`config.mk`:
```
export PLATFORM = sky130hd
export DESIGN_NAME = mesh_term_rx
export DESIGN_NICKNAME = d
export VERILOG_FILES = /design/src/rtl/mesh_term_rx.sv
export SDC_FILE = /design/constraint.sdc
export NUM_CORES = 1
export LEC_CHECK = 0
export ABC_AREA = 1
export CORE_ASPECT_RATIO = 0.6
export CORE_MARGIN = 4
export CORE_UTILIZATION = 49
export DETAILED_ROUTE_END_ITERATION = 16
export PLACE_DENSITY_LB_ADDON = 0.15
export REMOVE_ABC_BUFFERS = 1
export SLEW_MARGIN = 10
export SYNTH_ARGS = -nofsm -noshare
export SYNTH_HDL_FRONTEND = slang
export SYNTH_SLANG_ARGS = --single-unit
```
`constraint.sdc`:
```
create_clock -name clk_i -period 3 [get_ports clk_i]
set_clock_uncertainty 0.2 [all_clocks]
set_input_delay 0.6 -clock clk_i [delete_from_list [all_inputs] [get_ports clk_i]]
set_output_delay 0.6 -clock clk_i [all_outputs]
set_load 0.05 [all_outputs]
```
`src/rtl/mesh_term_rx.sv`:
```
// Terminal-side receiver for one mesh router output port: pops packets from the
// router, tags them with a destination check and buffers them for a valid/ready consumer.
module mesh_term_rx #(
    parameter int PCKG_SZ    = 40,
    parameter int FIFO_DEPTH = 4,
    parameter int SELF_ROW   = 1,
    parameter int SELF_COL   = 1,
    parameter int CNT_W      = 16
) (
    input  logic               clk_i,
    input  logic               rst_i,
    input  logic               pndng_i,
    input  logic [PCKG_SZ-1:0] data_out_i,
    output logic               pop_o,
    output logic               rx_valid_o,
    input  logic               rx_ready_i,
    output logic [7:0]         rx_nxt_jmp_o,
    output logic [3:0]         rx_row_o,
    output logic [3:0]         rx_col_o,
    output logic               rx_mode_o,
    output logic [PCKG_SZ-18:0] rx_payload_o,
    output logic               rx_dest_err_o,
    output logic [CNT_W-1:0]   pkt_count_o,
    output logic [CNT_W-1:0]   err_count_o
);

    localparam int PTR_W  = $clog2(FIFO_DEPTH);
    localparam int CNT_FW = PTR_W + 1;

    typedef enum logic [1:0] {IDLE, POP, GAP} state_t;

    state_t              state_q, state_d;
    logic                pop_q, pop_d;
    logic                wr_en, rd_en, dest_err_in;
    logic [PTR_W-1:0]    wr_ptr_q, rd_ptr_q;
    logic [CNT_FW-1:0]   fifo_cnt_q;
    logic [CNT_W-1:0]    pkt_count_q, err_count_q;
    logic [PCKG_SZ:0]    mem_q [FIFO_DEPTH];
    logic [PCKG_SZ:0]    head;

    // Room is judged only in IDLE; the count can only fall before the POP-cycle write.
    always_comb begin
        state_d = state_q;
        pop_d   = 1'b0;
        wr_en   = 1'b0;
        case (state_q)
            IDLE: begin
                if (pndng_i && (fifo_cnt_q != CNT_FW'(FIFO_DEPTH))) begin
                    state_d = POP;
                    pop_d   = 1'b1;
                end
            end
            POP: begin
                wr_en   = 1'b1;
                state_d = GAP;
            end
            GAP:     state_d = IDLE;
            default: state_d = IDLE;
        endcase
    end

    assign rd_en       = rx_valid_o && rx_ready_i;
    assign dest_err_in = (data_out_i[PCKG_SZ-9 -: 4] != 4'(SELF_ROW)) ||
                         (data_out_i[PCKG_SZ-13 -: 4] != 4'(SELF_COL));

    always_ff @(posedge clk_i or posedge rst_i) begin
        if (rst_i) begin
            state_q     <= IDLE;
            pop_q       <= 1'b0;
            wr_ptr_q    <= '0;
            rd_ptr_q    <= '0;
            fifo_cnt_q  <= '0;
            pkt_count_q <= '0;
            err_count_q <= '0;
        end else begin
            state_q <= state_d;
            pop_q   <= pop_d;
            if (wr_en) begin
                wr_ptr_q <= wr_ptr_q + PTR_W'(1);
            end
            if (rd_en) begin
                rd_ptr_q <= rd_ptr_q + PTR_W'(1);
            end
            case ({wr_en, rd_en})
                2'b10:   fifo_cnt_q <= fifo_cnt_q + CNT_FW'(1);
                2'b01:   fifo_cnt_q <= fifo_cnt_q - CNT_FW'(1);
                default: fifo_cnt_q <= fifo_cnt_q;
            endcase
            if (wr_en && (pkt_count_q != '1)) begin
                pkt_count_q <= pkt_count_q + CNT_W'(1);
            end
            if (wr_en && dest_err_in && (err_count_q != '1)) begin
                err_count_q <= err_count_q + CNT_W'(1);
            end
        end
    end

    // Packet storage needs no reset; validity is tracked by the count alone.
    always_ff @(posedge clk_i) begin
        if (wr_en) begin
            mem_q[wr_ptr_q] <= {dest_err_in, data_out_i};
        end
    end

    assign head          = mem_q[rd_ptr_q];
    assign pop_o         = pop_q;
    assign rx_valid_o    = (fifo_cnt_q != '0);
    assign rx_nxt_jmp_o  = head[PCKG_SZ-1 -: 8];
    assign rx_row_o      = head[PCKG_SZ-9 -: 4];
    assign rx_col_o      = head[PCKG_SZ-13 -: 4];
    assign rx_mode_o     = head[PCKG_SZ-17];
    assign rx_payload_o  = head[PCKG_SZ-18:0];
    assign rx_dest_err_o = head[PCKG_SZ];
    assign pkt_count_o   = pkt_count_q;
    assign err_count_o   = err_count_q;

endmodule

```
Word level (Yosys, flattened, before mapping)
Memories as Yosys holds them, arrays and structs flattened. Index checks and enable logic that the tools add are counted.

Logic and storage cells: 40. Memories: 1. Bits in writable memories: 164. Flip-flop bits (word level): 42.

Equality and inequality tests: 9. Add/subtract/negate cells: 6. Muxes and demuxes: 8. Reductions and logical operators: 9.

Memories: mem_q (depth 4, width 41, rd ports 1, clocked after Yosys merged registers in 0, wr ports 1, line 38) `logic [PCKG_SZ:0] mem_q [FIFO_DEPTH];`.

Operators by type and width (count): 16-bit by 1-bit adder with 16-bit output, second input constant (2); 16-bit inequality test, second input constant (2); 4-bit by 1-bit inequality test with 1-bit output, second input constant (2); 3-bit one-hot mux with 2 select lines (1); 1-bit logical AND (5); 1-bit 2-to-1 mux (5); 2-bit by 1-bit adder with 2-bit output, second input constant (2); 2-bit by 1-bit == test with 1-bit output, second input constant (2); 2-bit one-hot mux with 2 select lines (1); 3-bit by 1-bit adder with 3-bit output, second input constant (1); 3-bit inequality test, second input constant (1); 3-bit nonzero test (1); 3-bit by 1-bit subtractor with 3-bit output, second input constant (1); 2-bit == test, second input constant (1); 2-bit logical NOT (1); 2-bit 2-to-1 mux (1); 2-bit inequality test, second input constant (1); 2-bit nonzero test (1); 1-bit logical OR (1).

Logic depth before layout (Yosys ltp)
Depth after elaboration: 4. Depth in mapped cells: 10. Gate-level depth less buffers: 10.

Worst setup path before layout
OpenSTA, ideal clock, no wires.

Path kind: register to register. From: register state_q[1]. To: memory mem_q[0][0] (netlist name), enable pin. Data arrival time: 2.451 ns. Cell stages (with the launch flop): 4. Period minus slack after synthesis: 3.091 ns. Path slack: -0.091 ns. Data required time: 2.361 ns. Cells stage by stage: dfrtp_1 nor2_8 inv_2 nor2_1.

Longest elaborated chain between the ends: 4.

RTL lines: start, declared (line 32) `state_t state_q, state_d;`; start signal, assigned (line 76) `state_q <= state_d;`; 2-bit by 1-bit == test with 1-bit output (line 46) `case (state_q)`; 1-bit 2-to-1 mux (line 46); 1-bit 2-to-1 mux (line 100) `if (wr_en) begin`; 1-bit 2-to-1 mux (implied by the code) (line 101) `mem_q[wr_ptr_q] <= {dest_err_in, data_out_i};`; end, declared (line 38).

No other way between the ends.

Worst setup path after layout
From: register rd_ptr_q[0]. To: output port rx_payload_o[20].

Longest elaborated chain between the ends: 1.

RTL lines: start, declared (line 35) `logic [PTR_W-1:0] wr_ptr_q, rd_ptr_q;`; start signal, assigned (line 82) `rd_ptr_q <= rd_ptr_q + PTR_W'(1);`; memory 4 x 41 bit; end, declared (line 21) `output logic [PCKG_SZ-18:0] rx_payload_o,`.

No other way between the ends.

==> results.json <==
{
  "ys_warn_count": 0,
  "grt_max_degree": 84,
  "totalPowerFinal_mw": 11.2,
  "rsz0062_at_grt": "false",
  "cts.clk_slew.worst_paths_ns": 0.06,
  "htree_levels": 1,
  "min_period_ns": 2.85,
  "synthesis.area_um2": 8680,
  "avgSynthCellArea_um2": 11.3,
  "grt_first_pass_wirelength_um": 31600,
  "post-route-period-util_pct": 95.1,
  "syn_inst": 766,
  "wire_per_inst_um": 17.0,
  "clock.fmax_ghz": 0.351,
  "root_buffer": "clkbuf_16",
  "yosysTopAreaCell": "edfxtp_1",
  "critPathRequiredTime_ns": 2.20,
  "critPathLaunchType": "flip-flop",
  "drc": 0,
  "clk_latency_ns": 0.48,
  "hold_path_class": "in2async",
  "p_per_area_nw_per_um2": 1040,
  "synth_top_area_share_pct": 56.8,
  "synth_cell_types": 33,
  "ir_drop_mv": 0.571,
  "cts_tree": "built",
  "synth-edff-count": 164,
  "vias": 6030,
  "hold_viol": 0,
  "clk_path_buf_depth": 3,
  "cts_buffers": 20,
  "ys_ff_latch": 206,
  "maxCapViolCount": 0,
  "drt-total-wl_um": 19300,
  "cp-end-kind": "output port",
  "outcome": "completed",
  "antenna_found_initial": 0,
  "synthTopCellsByCount": "edfxtp_1, nand2_1, nor2_1",
  "avgViaCountPerCell": 5.30,
  "cp_max_fo": 15,
  "dieArea_um2": 20000,
  "ios": 119,
  "postCtsHoldBufs": 0,
  "dpl.hpwl_um": 11700,
  "critical_path_class": "reg2out",
  "drt-initial-drc-count": 497,
  "final_nets": 941,
  "start_util_pct": 50.2,
  "grt-ovfl-total": 0,
  "io_buffer_count": 118,
  "async_reset_ff_share_pct": 20.4,
  "core_um2": 17300,
  "synth.yosys.seq_area_share_pct": 68.9,
  "die_h_um": 111,
  "synth_ff_type": "edfxtp_1",
  "die_w_um": 180,
  "timing.final.ws_setup_ns": 0.148,
  "cts_sinks": 206,
  "maxSlewHeadroom_pct": 56.9,
  "synth_most_common_cell": "edfxtp_1",
  "grt_use_total_pct": 19.3,
  "grt_pass1_vias": 6129,
  "nFillCells": 1382,
  "area_growth_pct": 23.5,
  "maxSlewViolCount": 0,
  "firstDrtPassIters": 5,
  "ant_nets": 0,
  "num_rows": 37,
  "drive_gt1_share_pct": 12.8,
  "cts_setup_buffers": 0,
  "p_leak_nw": 3.99,
  "setup_viol": 0,
  "worstMarginPinSlew_ns": 0.646,
  "gp_congestion": 0.783,
  "synthTopCellsByArea": "edfxtp_1, dfrtp_1, nand2_1, o21ai_0, nor2_1",
  "place_ws_ns": 0.476,
  "cp.arrival_ns": 2.05
}
## kinds of logic after synthesis
logic type / synth area share [%]
XOR/XNOR: 1.51
AND/OR/NAND/NOR: 16.0
flip-flops: 68.9
buffers and inverters: 3.72
adder cells (fa/ha/maj): 1.24
AO/OA/AOI/OAI: 8.68
## routing by layer
layer	global-route usage (%)	up-vias	share of wire, %
li1	-	2895	-
met1	28.1	2945	48
met2	30.7	163	45
met3	3.70	27	5.3
met4	4.06	0	1.6
met5	0	-	0
## state kept, by name, summed over array words and instances, names as in the netlist
| name | cells |
|---|---|
| mem_q | 164 |
| err_count_o | 16 |
| pkt_count_o | 16 |
| fifo_cnt_q | 3 |
| rd_ptr_q | 2 |
| state_q | 2 |
| wr_ptr_q | 2 |
| pop_o | 1 |
## cells in the final DEF (no fill, tap or decap), types with 2 or more instances in the layout
| cell | instances |
|---|---|
| edfxtp_1 | 164 |
| nand2_1 | 152 |
| nor2_1 | 118 |
| o21ai_0 | 94 |
| clkdlybuf4s50_1 | 77 |
| buf_4 | 50 |
| inv_1 | 41 |
| o22ai_1 | 41 |
| dfrtp_1 | 41 |
| clkbuf_16 | 20 |
| nand3_1 | 13 |
| nor2_4 | 10 |
| xnor2_1 | 8 |
| nand4_1 | 8 |
| xor2_1 | 7 |
| ha_1 | 7 |
| nor2_2 | 5 |
| nand2_2 | 5 |
| inv_2 | 4 |
| clkbuf_1 | 4 |
| clkinv_1 | 4 |
| nand2_4 | 3 |
| clkinv_2 | 3 |
| buf_12 | 3 |
| nand3b_1 | 2 |
| nor3_1 | 2 |
| nand3_2 | 2 |
| clkinvlp_4 | 2 |
| bufinv_16 | 2 |
## critical path, cell delays in order, from the launching register on
cell,delay [ns]
dfrtp_2,0.43
inv_2,0.24
buf_4,0.26
o21ai_0,0.09
o22ai_1,0.27
buf_4,0.26
## timing repair
action,CTS,global route
endpoints found under the setup margin,0,3
endpoints found under the hold margin,0,0
resized for setup,0,1
## where the power goes
part	internal [mW]	switching, mW
sequential	3.60	0.213
clock	1.41	1.04
combinational	1.36	3.56
total	6.36	4.81
## worst paths after layout
kind / cells past startpoint / slack [ns] / end / from
min in group clk_i: 1 / 0.29 / state_q[0]$_DFFE_PP0P_ / state_q[0]$_DFFE_PP0P_
hold reg to reg: 1 / 0.29 / state_q[0]$_DFFE_PP0P_ / state_q[0]$_DFFE_PP0P_
setup / recovery: 5 / 0.15 / rx_payload_o[20] / rd_ptr_q[0]$_DFFE_PP0P_
max in group asynchronous: 3 / 1.67 / err_count_o[9]$_DFFE_PP0P_ / rst_i
setup reg to reg: 9 / 0.81 / fifo_cnt_q[2]$_DFFE_PP0P_ / state_q[0]$_DFFE_PP0P_
hold / removal: 2 / 0.28 / pop_o$_DFF_PP0_ / rst_i
## final cells by class
class	count	area (um2)	area share (%)
flip-flops and latches	206	5980	55.8
multi-input cells	484	2410	22.5
repair buffers	131	1220	11.4
clock buffers	24	515	4.81
well taps	234	293	2.73
inverters	46	174	1.62
clock inverters	12	125	1.17
diodes	1	2.50	0.0234
## metrics by stage
stage	cells	setup TNS [ns]	hold WS (ns)	util [%]	area [um2]
final	1138	0	0.277	62.0	10700
after global routing	1137	0	0.316	62.0	10700
after CTS	1137	0	0.285	62.0	10700
after detailed placement	1101	0	0.276	58.3	10100
after global placement	1101	0	0.267	58.3	10100
after floorplan	736	-59.58	0.255	-	8530
Note: power is estimated with default switching activity, not from simulation.
